File: src/rtl/mem_port_arbiter.sv
// Arbitrates an instruction port and a data port onto one shared memory port,
// one outstanding transaction at a time, with data priority bounded by a starvation limit.
module mem_port_arbiter #(
  parameter int STARVE_LIMIT = 4
) (
  input  logic        clk,
  input  logic        reset,
  input  logic        inst_req,
  input  logic [31:0] inst_addr,
  output logic        inst_addr_ok,
  output logic        inst_data_ok,
  output logic [31:0] inst_rdata,
  input  logic        data_req,
  input  logic        data_wr,
  input  logic [1:0]  data_size,
  input  logic [31:0] data_addr,
  input  logic [3:0]  data_wstrb,
  input  logic [31:0] data_wdata,
  output logic        data_addr_ok,
  output logic        data_data_ok,
  output logic [31:0] data_rdata,
  output logic        mem_req,
  output logic        mem_wr,
  output logic [1:0]  mem_size,
  output logic [31:0] mem_addr,
  output logic [3:0]  mem_wstrb,
  output logic [31:0] mem_wdata,
  input  logic        mem_addr_ok,
  input  logic        mem_data_ok,
  input  logic [31:0] mem_rdata
);

  localparam int CW = (STARVE_LIMIT < 1) ? 1 : $clog2(STARVE_LIMIT + 1);
  localparam logic [CW-1:0] LIMIT = CW'(STARVE_LIMIT);
  localparam logic OWN_INST = 1'b0;
  localparam logic OWN_DATA = 1'b1;

  typedef enum logic [1:0] {ST_IDLE, ST_REQ, ST_WAIT} state_e;

  state_e        state_q, state_d;
  logic          owner_q, owner_d;
  logic [CW-1:0] starve_q, starve_d;
  logic          wr_q, wr_d;
  logic [1:0]    size_q, size_d;
  logic [31:0]   addr_q, addr_d;
  logic [3:0]    wstrb_q, wstrb_d;
  logic [31:0]   wdata_q, wdata_d;

  logic grantData, grantInst, grantAny;

  // Data normally wins; inst is forced once data has been granted LIMIT times over it.
  always_comb begin
    grantData = data_req && !(inst_req && (starve_q == LIMIT));
    grantInst = inst_req && !grantData;
    grantAny  = (state_q == ST_IDLE) && (grantData || grantInst);
  end

  always_ff @(posedge clk or posedge reset) begin
    if (reset) begin
      state_q  <= ST_IDLE;
      owner_q  <= OWN_INST;
      starve_q <= '0;
      wr_q     <= 1'b0;
      size_q   <= 2'b00;
      addr_q   <= 32'h0;
      wstrb_q  <= 4'h0;
      wdata_q  <= 32'h0;
    end else begin
      state_q  <= state_d;
      owner_q  <= owner_d;
      starve_q <= starve_d;
      wr_q     <= wr_d;
      size_q   <= size_d;
      addr_q   <= addr_d;
      wstrb_q  <= wstrb_d;
      wdata_q  <= wdata_d;
    end
  end

  always_comb begin
    state_d = state_q;
    unique case (state_q)
      ST_IDLE: if (grantAny)    state_d = ST_REQ;
      ST_REQ:  if (mem_addr_ok) state_d = ST_WAIT;
      ST_WAIT: if (mem_data_ok) state_d = ST_IDLE;
      default:                  state_d = ST_IDLE;
    endcase
  end

  // Request fields are captured at grant so requesters may change inputs freely afterwards.
  always_comb begin
    owner_d  = owner_q;
    starve_d = starve_q;
    wr_d     = wr_q;
    size_d   = size_q;
    addr_d   = addr_q;
    wstrb_d  = wstrb_q;
    wdata_d  = wdata_q;
    if (grantAny) begin
      if (grantData) begin
        owner_d  = OWN_DATA;
        starve_d = !inst_req ? '0 : (starve_q == LIMIT) ? starve_q : starve_q + 1'b1;
        wr_d     = data_wr;
        size_d   = data_size;
        addr_d   = data_addr;
        wstrb_d  = data_wstrb;
        wdata_d  = data_wdata;
      end else begin
        owner_d  = OWN_INST;
        starve_d = '0;
        wr_d     = 1'b0;
        size_d   = 2'b10;
        addr_d   = inst_addr;
        wstrb_d  = 4'h0;
        wdata_d  = 32'h0;
      end
    end
  end

  always_comb begin
    inst_addr_ok = 1'b0;
    data_addr_ok = 1'b0;
    inst_data_ok = 1'b0;
    data_data_ok = 1'b0;
    mem_req      = 1'b0;
    if (!reset) begin
      inst_addr_ok = grantAny && grantInst;
      data_addr_ok = grantAny && grantData;
      mem_req      = (state_q == ST_REQ);
      inst_data_ok = (state_q == ST_WAIT) && mem_data_ok && (owner_q == OWN_INST);
      data_data_ok = (state_q == ST_WAIT) && mem_data_ok && (owner_q == OWN_DATA);
    end
  end

  assign mem_wr     = wr_q;
  assign mem_size   = size_q;
  assign mem_addr   = addr_q;
  assign mem_wstrb  = wstrb_q;
  assign mem_wdata  = wdata_q;
  assign inst_rdata = mem_rdata;
  assign data_rdata = mem_rdata;

endmodule

File: config.mk
export PLATFORM = sky130hd
export DESIGN_NAME = mem_port_arbiter
export DESIGN_NICKNAME = d
export VERILOG_FILES = /design/src/rtl/mem_port_arbiter.sv
export SDC_FILE = /design/constraint.sdc
export NUM_CORES = 1
export LEC_CHECK = 0
export ABC_AREA = 1
export CORE_MARGIN = 5
export CORE_UTILIZATION = 33
export CTS_CLUSTER_DIAMETER = 150
export DETAILED_ROUTE_END_ITERATION = 8
export PLACE_DENSITY = 0.79
export SETUP_SLACK_MARGIN = 0.4
export SYNTH_ARGS = -nofsm -noshare
export SYNTH_HDL_FRONTEND = slang
export SYNTH_SLANG_ARGS = --single-unit
File: constraint.sdc
create_clock -name clk -period 3 [get_ports clk]
set_input_delay 0.6 -clock clk [delete_from_list [all_inputs] [get_ports clk]]
set_output_delay 0.6 -clock clk [all_outputs]
set_load 0.03 [all_outputs]
==> results.md, run 1 <==
* Status: complete, no violations
* Placed instance area at 5660 sq um
* Data arrival, critical path at 1840 ps
* Port Buffer Count at 184
* Final setup viols at 0
* TritonRoute pass-1 iters at 5
* Fraction of layout cells with a size suffix above 1 at 5.23%
* FF-to-FF path depth at 7
* Multi-input gate area at 1330 sq um
* Fin Clk Skew at 5.17 ps
* FF-to-FF End: mem_wdata[9]
* Largest net degree at the start of global routing at 46
* Met2 Track Usage GR at 24.6%
* Setup crit end kind: output port
* IR drop worst, VDD at 0.331 mV
* Worst-path clk slew at 60 ps
* Relative slew margins at 42.0%
* Final instance area at 6000 sq um
* Vias in the first global route at 3525
* CP Launch Type: primary input
* Util after Layout at 49.4%
* Synthesized netlist cell count at 550
* Total global routing overflow at 0
* Diode count at 0
* Period Utilization, post-route at 81.5%
* Placed Cells at 821
* Initial core utilization at 34.0%
* Gr usage total at 15.1%
* Post-route insts no fill at 837
* CTS Root Cell: clkbuf_16
* Post-Syn Nets at 693
* GRT met1 Usage at 18.0%
* # Max-Cap Violations at 0
* H-tree depth at 3
* First-pass GRT wire length at 17.7 mm
* Filler instances at 1188
* Worst slack at placement at 420 ps
* Data required, critical path at 2400 ps
* Fin. Hold Viols at 0
* I/O pin count at 281
* Fmax at 0.409 GHz
* Antenna-violating nets left at 0
* CTS tree: yes
* CP Launch Point: data_req
* Post-synth cell types at 20
* Residual DRC at 0
* Antenna violations before repair at 0
* Pwr Density at 1010 nW/um^2
* RSZ-0062 raised after global routing: no
* Slowest stage cell on the critical path: clkdlybuf4s50_1
* Tmin final at 2440 ps
* Detail Placement HPWL at 8.31 mm
* CORE AREA at 12200 sq um
* Sequential area share after synthesis at 46.6%
* Worst reg2reg startpoint: starve_q[0]
* Synth warn at 0
* Lkg Pwr at 3.09 nW
* Die W at 122 microns
* R2R setup slack at 1110 ps
* Clk_lat worst skew at 330 ps
* Synth Register Bits at 77
* Gpl congestion at 0.741
* Min setup slack post-route at 556 ps
* Slew @ Worst Pin at 868 ps
* Power, Total at 6.09 mW
* Chip height at 122 microns
* CTS sink cnt at 77
* Clock tree buffer depth at 2
* CP cell instances: clkdlybuf4s50_1 > nand2_4 > inv_1 > nand2_1 > nor2_1 > buf_12
* Post-DR wirelength/cell at 13.5 microns
* WL final at 11.3 mm
* Hold Slack at 476 ps
* Sequential standard cell area at 1930 sq um
* Die ar. at 14900 sq um
* Row cnt at 40
* Final #Nets at 807
* Worst Hold Class: flop to flop
* Vias/cell at 4.25
* Met3 layer usage reported by global route at 5.94%
* Critical path endpoint: data_addr_ok
* Most Used Layer, Global Route: met2
* Post-Syn Area per Cell at 7.52 sq um
* Slowest stage delay, CP at 630 ps
* Crit Path Category: primary input to output port
* Worst Path Max Fanout at 6
* Setup TNS at 0 ps
* Area Growth Syn to Fin at 45.2%
* DR iter-0 viols at 181
* Routed vias at 3557
* Num CTS Buffers at 9
* Mapped Area at 4140 sq um
* Max-slew violations at 0
[power by group]
group / leakage [nW] / switching [mW] / internal, mW
combinational: 1.96 / 1.85 / 1.21
sequential: 0.974 / 0.267 / 1.52
clock: 0.163 / 0.428 / 0.813
total: 3.09 / 2.54 / 3.55
[critical path: cells and delay by family]
family,cells,cell delay [ps]
and+or+nand+nor,3,370
buffers and inverters,3,870
[area by class of cell]
type,count,area share (%)
inverters,72,4.56
clock inverters,6,1.85
repair buffers,192,32.0
well taps,168,3.50
clock buffers,10,3.81
multi-input cells,312,22.2
flip-flops and latches,77,32.1
[synthesized netlist by cell type]
master	n	area, sq um
o31ai_1	1	7.51
clkbuf_1	7	26.3
inv_2	1	3.75
o21ai_4	1	16.3
nor2_4	1	11.3
nand3_2	1	10.0
buf_1	2	7.51
buf_2	7	35.0
ha_1	2	25.0
buf_4	73	548
nand3_1	67	335
o21ai_1	1	5.00
dfrtp_1	77	1930
nand2_1	223	837
nor3b_1	1	7.51
inv_1	71	267
nor2_1	9	33.8
o21ai_0	3	15.0
nand4_1	1	6.26
nand2_4	1	11.3
[logic make-up after synthesis]
family,count (synthesis),share of synthesized area [%]
AND/OR/NAND/NOR,304,30.3
buffers and inverters,161,21.5
flip-flops,77,46.6
AO/OA/AOI/OAI,6,1.06
adder cells (fa/ha/maj),2,0.605
[sequential cells by signal, summed over array words and instances (netlist names)]
name and cells:
owner_q 1, mem_size 2, mem_wdata 32, state_q 2
mem_wstrb 4, starve_q 3, mem_wr 1, mem_addr 32
[worst min path at each step]
stage,start,endpoint,slack [ps],cells past startpoint
after floorplan,starve_q[1],starve_q[1],480,2
after global placement,mem_wdata[14],mem_wdata[14],460,2
after detailed placement,mem_wdata[14],mem_wdata[14],460,2
after CTS,mem_wdata[7],mem_wdata[7],480,2
after global routing,mem_wdata[14],mem_wdata[14],510,2
final,mem_addr[16],mem_addr[16],480,2
[repair_timing]
item | 4_1_cts | 5_1_grt
setup buffers | 0 | 0
setup endpoints to repair | 0 | 2
hold endpoints to repair | 0 | 0
hold buffers | 0 | 0
resized for setup | 0 | 2
[layout by cell type, fill, tap and decap left out]
| cell type | netlist | routed |
|---|---|---|
| o31ai_1 | 1 | 1 |
| nor2_1 | 9 | 9 |
| dfrtp_1 | 77 | 77 |
| o21ai_0 | 3 | 3 |
| nor3b_1 | 1 | 1 |
| clkbuf_16 | 0 | 9 |
| bufinv_16 | 0 | 3 |
| clkinvlp_4 | 0 | 2 |
| dlymetal6s2s_1 | 0 | 2 |
| buf_4 | 73 | 10 |
| buf_12 | 0 | 2 |
| nor2_4 | 1 | 1 |
| nand3_1 | 67 | 65 |
| nand3_2 | 1 | 3 |
| clkdlybuf4s50_1 | 0 | 178 |
| clkinv_4 | 0 | 1 |
| inv_1 | 71 | 70 |
| clkbuf_1 | 7 | 1 |
| clkinv_2 | 0 | 1 |
| ha_1 | 2 | 2 |
| nand4_1 | 1 | 1 |
| o21ai_1 | 1 | 1 |
| inv_2 | 1 | 1 |
| o21ai_4 | 1 | 1 |
| nand2_4 | 1 | 1 |
| nand2_1 | 223 | 223 |
[metal layers]
metal | wire [microns] | share of wire (%) | vias to the layer above
met4 | 218 | 1.9 | 0
met2 | 5180 | 46 | 162
met5 | 0 | 0 | -
met3 | 1190 | 11 | 19
met1 | 4680 | 42 | 1569
li1 | - | - | 1807
Power figures use the tool's default switching activity.
==> inputs of run 2 (changes only) <==
--- a/config.mk
+++ b/config.mk
@@ -7,10 +7,10 @@
 export LEC_CHECK = 0
 export ABC_AREA = 1
 export CORE_MARGIN = 5
-export CORE_UTILIZATION = 33
+export CORE_UTILIZATION = 36
 export CTS_CLUSTER_DIAMETER = 150
 export DETAILED_ROUTE_END_ITERATION = 8
-export PLACE_DENSITY = 0.79
+export PLACE_DENSITY = 0.81
 export SETUP_SLACK_MARGIN = 0.4
 export SYNTH_ARGS = -nofsm -noshare
 export SYNTH_HDL_FRONTEND = slang
==> constraint.sdc (replaced) <==
create_clock -name clk -period 2.54 [get_ports clk]
set_input_delay 0.508 -clock clk [delete_from_list [all_inputs] [get_ports clk]]
set_output_delay 0.508 -clock clk [all_outputs]
set_load 0.03 [all_outputs]
==> run 2 against run 1 <==
Effect of this change:
- total power up 15%
- setup slack worse by 80 ps
- clock power rose by 5%
- count of clock-buffer cells in the layout unchanged
- sequential share of layout area increased by 0.22 points
- critical path depth rose by 2
==> results.md, run 2 (synthesis gave the netlist of run 1 again) <==
* Total global routing overflow at 0
* Port Buffer Count at 184
* Hold Slack at 398 ps
* Slowest stage cell on the critical path: dfrtp_1
* Setup TNS at 0 ps
* Most common cell after layout, fill and taps aside: nand2_1
* CP Launch Type: flop
* Residual DRC at 0
* Post-DR wirelength/cell at 13.7 microns
* Data required, critical path at 2030 ps
* CP cell instances: inv_1 > ha_1 > nand3_2 > nand2_4 > inv_2 > nand2_1 > nor2_1 > buf_4
* IR drop worst, VDD at 0.562 mV
* CTS Root Cell: clkbuf_16
* Cts hold-fix bufs at 0
* Final setup viols at 0
* H-tree depth at 3
* Filler instances at 1055
* Routed vias at 3598
* TritonRoute pass-1 iters at 4
* Detail Placement HPWL at 8.05 mm
* Placed Cells at 796
* Fin Clk Skew at 9.63 ps
* WL final at 11.1 mm
* CP bufs+invs at 3
* CTS tree: yes
* Max-slew violations at 0
* Die W at 117 microns
* Status: complete, no violations
* Period Utilization, post-route at 81.3%
* Relative slew margins at 39.5%
* Worst Hold Class: primary input to async pin
* Area Growth Syn to Fin at 44.2%
* CTS sink cnt at 77
* Gr usage total at 16.2%
* # Max-Cap Violations at 0
* Slowest stage delay, CP at 390 ps
* Setup crit end kind: output port
* Largest net degree at the start of global routing at 52
* Row cnt at 39
* Slew @ Worst Pin at 905 ps
* Die ar. at 13700 sq um
* I/O pin count at 281
* Data arrival, critical path at 1560 ps
* Most frequent cells in the layout: 223 x nand2_1, 176 x clkdlybuf4s50_1, 77 x dfrtp_1
* Diode count at 0
* First-pass GRT wire length at 17.2 mm
* Post-route insts no fill at 815
* Chip height at 117 microns
* Antenna-violating nets left at 0
* Min setup slack post-route at 475 ps
* Fmax at 0.484 GHz
* DR iter-0 viols at 203
* Antenna violations before repair at 0
* RSZ-0062 raised after global routing: yes
* Util after Layout at 52.7%
* Pwr Density at 1180 nW/um^2
* Final #Nets at 810
* Fraction of layout cells with a size suffix above 1 at 5.95%
* Crit Path Category: flop to output port
* Worst Path Max Fanout at 4
* Worst slack at placement at 92.3 ps
* Lkg Pwr at 3.09 nW
* Gpl congestion at 0.759
* CORE AREA at 11300 sq um
* Crit path max-delay family: flip-flops
* Clk_lat worst skew at 330 ps
* Clock tree buffer depth at 2
* Vias/cell at 4.41
* Initial core utilization at 36.5%
* Num CTS Buffers at 9
* Tmin final at 2060 ps
* Worst-path clk slew at 60 ps
* Fin. Hold Viols at 0
* Vias in the first global route at 3491
-- run 2: cell count changes in the layout (fill, tap and decap cells not counted), sizes merged, moves of 2 or more --
cell,change
dlygate4sd2,+4
bufinv,-2
clkdlybuf4s50,-2
clkinv,+2
dlymetal6s2s,-2
-- run 2: worst min-delay path: cells and delay by family --
family / cells / cell delay (ps)
buffers and inverters: 3 / 540
-- run 2: repair_timing --
action                                  CTS  global route
endpoints found under the setup margin    4             3
pin swaps                                 1             0
buffers inserted                          2             0
gates cloned                              1             0
gates resized for setup                   8             3
-- run 2: where the power goes --
part	total (mW)	switching [mW]	internal [mW]
clock network	1.30	0.506	0.794
logic	3.62	2.18	1.44
registers	2.12	0.318	1.80
total	7.03	3.00	4.03
-- run 2: area by class of cell --
type / count / area (sq um) / share of cell area [%]
repair buffers: 195 / 1940 / 32.6
flip-flops and latches: 77 / 1930 / 32.3
multi-input cells: 312 / 1330 / 22.3
inverters: 72 / 274 / 4.59
clock buffers: 10 / 239 / 4.01
well taps: 143 / 179 / 3.00
clock inverters: 6 / 70.1 / 1.17
-- run 2: worst paths after layout --
check / start / end / slack, ps / cells past startpoint
setup / recovery: starve_q[0] / data_addr_ok / 480 / 8
hold / removal: reset / mem_addr[13] / 400 / 3
setup reg to reg: state_q[0] / mem_wdata[7] / 560 / 6
hold reg to reg: mem_addr[18] / mem_addr[18] / 480 / 2
max in group asynchronous: reset / mem_addr[17] / 1310 / 4
min in group clk: mem_addr[18] / mem_addr[18] / 480 / 2
-- run 2: per-layer routing --
metal | track usage [%] | vias up | part of all wire [%]
met4 | 7.57 | 0 | 2.8
met2 | 26.3 | 160 | 47
li1 | - | 1820 | -
met1 | 19.0 | 1585 | 40
met3 | 5.96 | 33 | 10
met5 | 0 | - | 0
-- run 2: through the flow --
step	area (sq um)	power, mW
after CTS	5970	7.14
final	5960	7.03
after floorplan	4150	4.41
after global placement	5610	5.71
after global routing	5960	7.50
after detailed placement	5610	5.78
==> inputs of run 3 (changes only) <==
--- a/config.mk
+++ b/config.mk
@@ -7,10 +7,10 @@
 export LEC_CHECK = 0
 export ABC_AREA = 1
 export CORE_MARGIN = 5
-export CORE_UTILIZATION = 36
+export CORE_UTILIZATION = 33
 export CTS_CLUSTER_DIAMETER = 150
 export DETAILED_ROUTE_END_ITERATION = 8
-export PLACE_DENSITY = 0.81
+export PLACE_DENSITY = 0.79
 export SETUP_SLACK_MARGIN = 0.4
 export SYNTH_ARGS = -nofsm -noshare
 export SYNTH_HDL_FRONTEND = slang
==> constraint.sdc (replaced) <==
create_clock -name clk -period 1.7 [get_ports clk]
set_input_delay 0.34 -clock clk [delete_from_list [all_inputs] [get_ports clk]]
set_output_delay 0.34 -clock clk [all_outputs]
set_load 0.03 [all_outputs]
==> run 3 against run 2 <==
Effect of this change:
- the run now ends with setup timing left
- final cell count up 6.7%
- via count up 6.2%
- first-iteration DRC count unchanged
- largest power group unchanged
- highest routed layer unchanged
- critical endpoint is now inst_addr_ok
- flip-flop and latch count unchanged
- hold slack better by 36 ps
- utilization down 0.37 points
- count of clock-buffer cells in the layout down 1
- clock skew down 5.2 ps
==> results.md, run 3 (synthesis gave the netlist of run 1 again) <==
* Status: finished, violations left
* Most frequent cells in the layout: 176 x nand2_1, 106 x clkdlybuf4s50_1, 76 x dfrtp_1
* Pwr Density at 1750 nW/um^2
* Tmin final at 1720 ps
* Area Growth Syn to Fin at 53.9%
* Largest net degree at the start of global routing at 78
* CTS sink cnt at 77
* First-pass GRT wire length at 18.6 mm
* Worst Hold Class: primary input to async pin
* Min setup slack post-route at -22.3 ps
* Failing checks: setup timing
* Initial core utilization at 34.0%
* R2R setup slack at 70 ps
* Antenna-violating nets left at 0
* Gr usage total at 15.9%
* Gpl congestion at 0.783
* Hold Slack at 434 ps
* CTS tree: yes
* Final #Nets at 840
* Fin. Hold Viols at 0
* Setup TNS at -36.8 ps
* Worst-path clk slew at 60 ps
* Util after Layout at 52.3%
* Max-slew violations at 0
* Final setup viols at 2
* Total global routing overflow at 0
* Num CTS Buffers at 9
* Crit Path Category: flop to output port
* Post-DR wirelength/cell at 15.1 microns
* # Max-Cap Violations at 0
* Worst Path Max Fanout at 2
* Data required, critical path at 1360 ps
* CP bufs+invs at 3
* CTS Root Cell: clkbuf_16
* Residual DRC at 0
* Die W at 122 microns
* Relative slew margins at 72.8%
* Fraction of layout cells with a size suffix above 1 at 28.5%
* FF-to-FF End: mem_wdata[18]
* CP cell instances: inv_2 > ha_4 > nand3_4 > nand2_4 > inv_4 > nor2_2 > buf_6
* Setup crit end kind: output port
* WL final at 13.1 mm
* Detail Placement HPWL at 8.46 mm
* Diode count at 0
* Fin Clk Skew at 4.41 ps
* Period Utilization, post-route at 101%
* Slowest stage cell on the critical path: dfrtp_1
* CP Launch Type: flop
* Vias/cell at 4.39
* IR drop worst, VDD at 1.00 mV
* FF-to-FF path depth at 9
* Port Buffer Count at 184
* Clk_lat worst skew at 330 ps
* Most common cell after layout, fill and taps aside: nand2_1
* Slowest stage delay, CP at 400 ps
* Vias in the first global route at 3648
* RSZ-0062 raised after global routing: yes
* Fmax at 0.581 GHz
* Chip height at 122 microns
* Clock tree buffer depth at 2
* Worst slack at placement at -223 ps
* Routed vias at 3821
* Worst reg2reg startpoint: state_q[1]
* Row cnt at 40
* Slew @ Worst Pin at 408 ps
* Data arrival, critical path at 1380 ps
* DR iter-0 viols at 203
* Crit path max-delay family: flip-flops
* I/O pin count at 281
* TritonRoute pass-1 iters at 4
* H-tree depth at 3
* Lkg Pwr at 3.52 nW
* Die ar. at 14900 sq um
* CORE AREA at 12200 sq um
* Antenna violations before repair at 0
## run 3: changes by cell type in the layout (fill, tap and decap cells not counted), moves of 13 or more
| cell | delta |
|---|---|
| nand2_4 | +15 |
| nand2_1 | -47 |
| clkdlybuf4s50_1 | -70 |
| buf_2 | +71 |
| buf_6 | +13 |
| nand2_2 | +32 |
## run 3: final cells by class
class                      instances  area (sq um)
fill                            1164          5800
inverter                          72           277
clock inverter                     7          98.8
clock buffer                       9           225
sequential                        77          1930
timing repair buffer             225          2050
multi-input combinational        312          1580
tap                              168           210
## run 3: worst min-delay path: cells and delay by family
family	cells	cell delay (ps)
buffers and inverters	4	840
## run 3: where the power goes
group	internal, mW	total [mW]	switching [mW]
registers	2.69	3.15	0.463
logic	2.16	5.89	3.73
clock network	1.29	2.08	0.785
total	6.14	11.1	4.98
## run 3: stage by stage
stage          std cells  total power, mW  instance area, sq um
2_1_floorplan        550             6.62                  4170
3_3_place_gp         831             8.73                  5780
3_5_place_dp         831             8.83                  5780
4_1_cts              862             10.5                  5990
5_1_grt              870             11.8                  6360
6_report             870             11.1                  6360
## run 3: worst max-delay path by stage
stage / startpoint / end / slack (ps) / cells past startpoint
after floorplan: reset / data_data_ok / -530 / 3
after global placement: inst_req / data_addr_ok / -190 / 7
after detailed placement: inst_req / mem_addr[28] / -220 / 7
after CTS: starve_q[1] / inst_addr_ok / -30 / 7
after global routing: starve_q[1] / data_addr_ok / -80 / 8
final: starve_q[1] / inst_addr_ok / -20 / 7
## run 3: what timing repair did
item	4_1_cts	5_1_grt
setup buffers	13	3
pin swaps	8	9
setup endpoints to repair	151	81
gates cloned	2	5
hold buffers	0	0
resized for setup	382	74
## run 3: layer usage
| layer | GRT usage [%] | vias to the layer above | wire (microns) |
|---|---|---|---|
| li1 | - | 1883 | - |
| met3 | 5.15 | 16 | 1030 |
| met1 | 18.8 | 1776 | 5270 |
| met2 | 27.0 | 146 | 6600 |
| met5 | 0 | - | 0 |
| met4 | 5.81 | 0 | 197 |
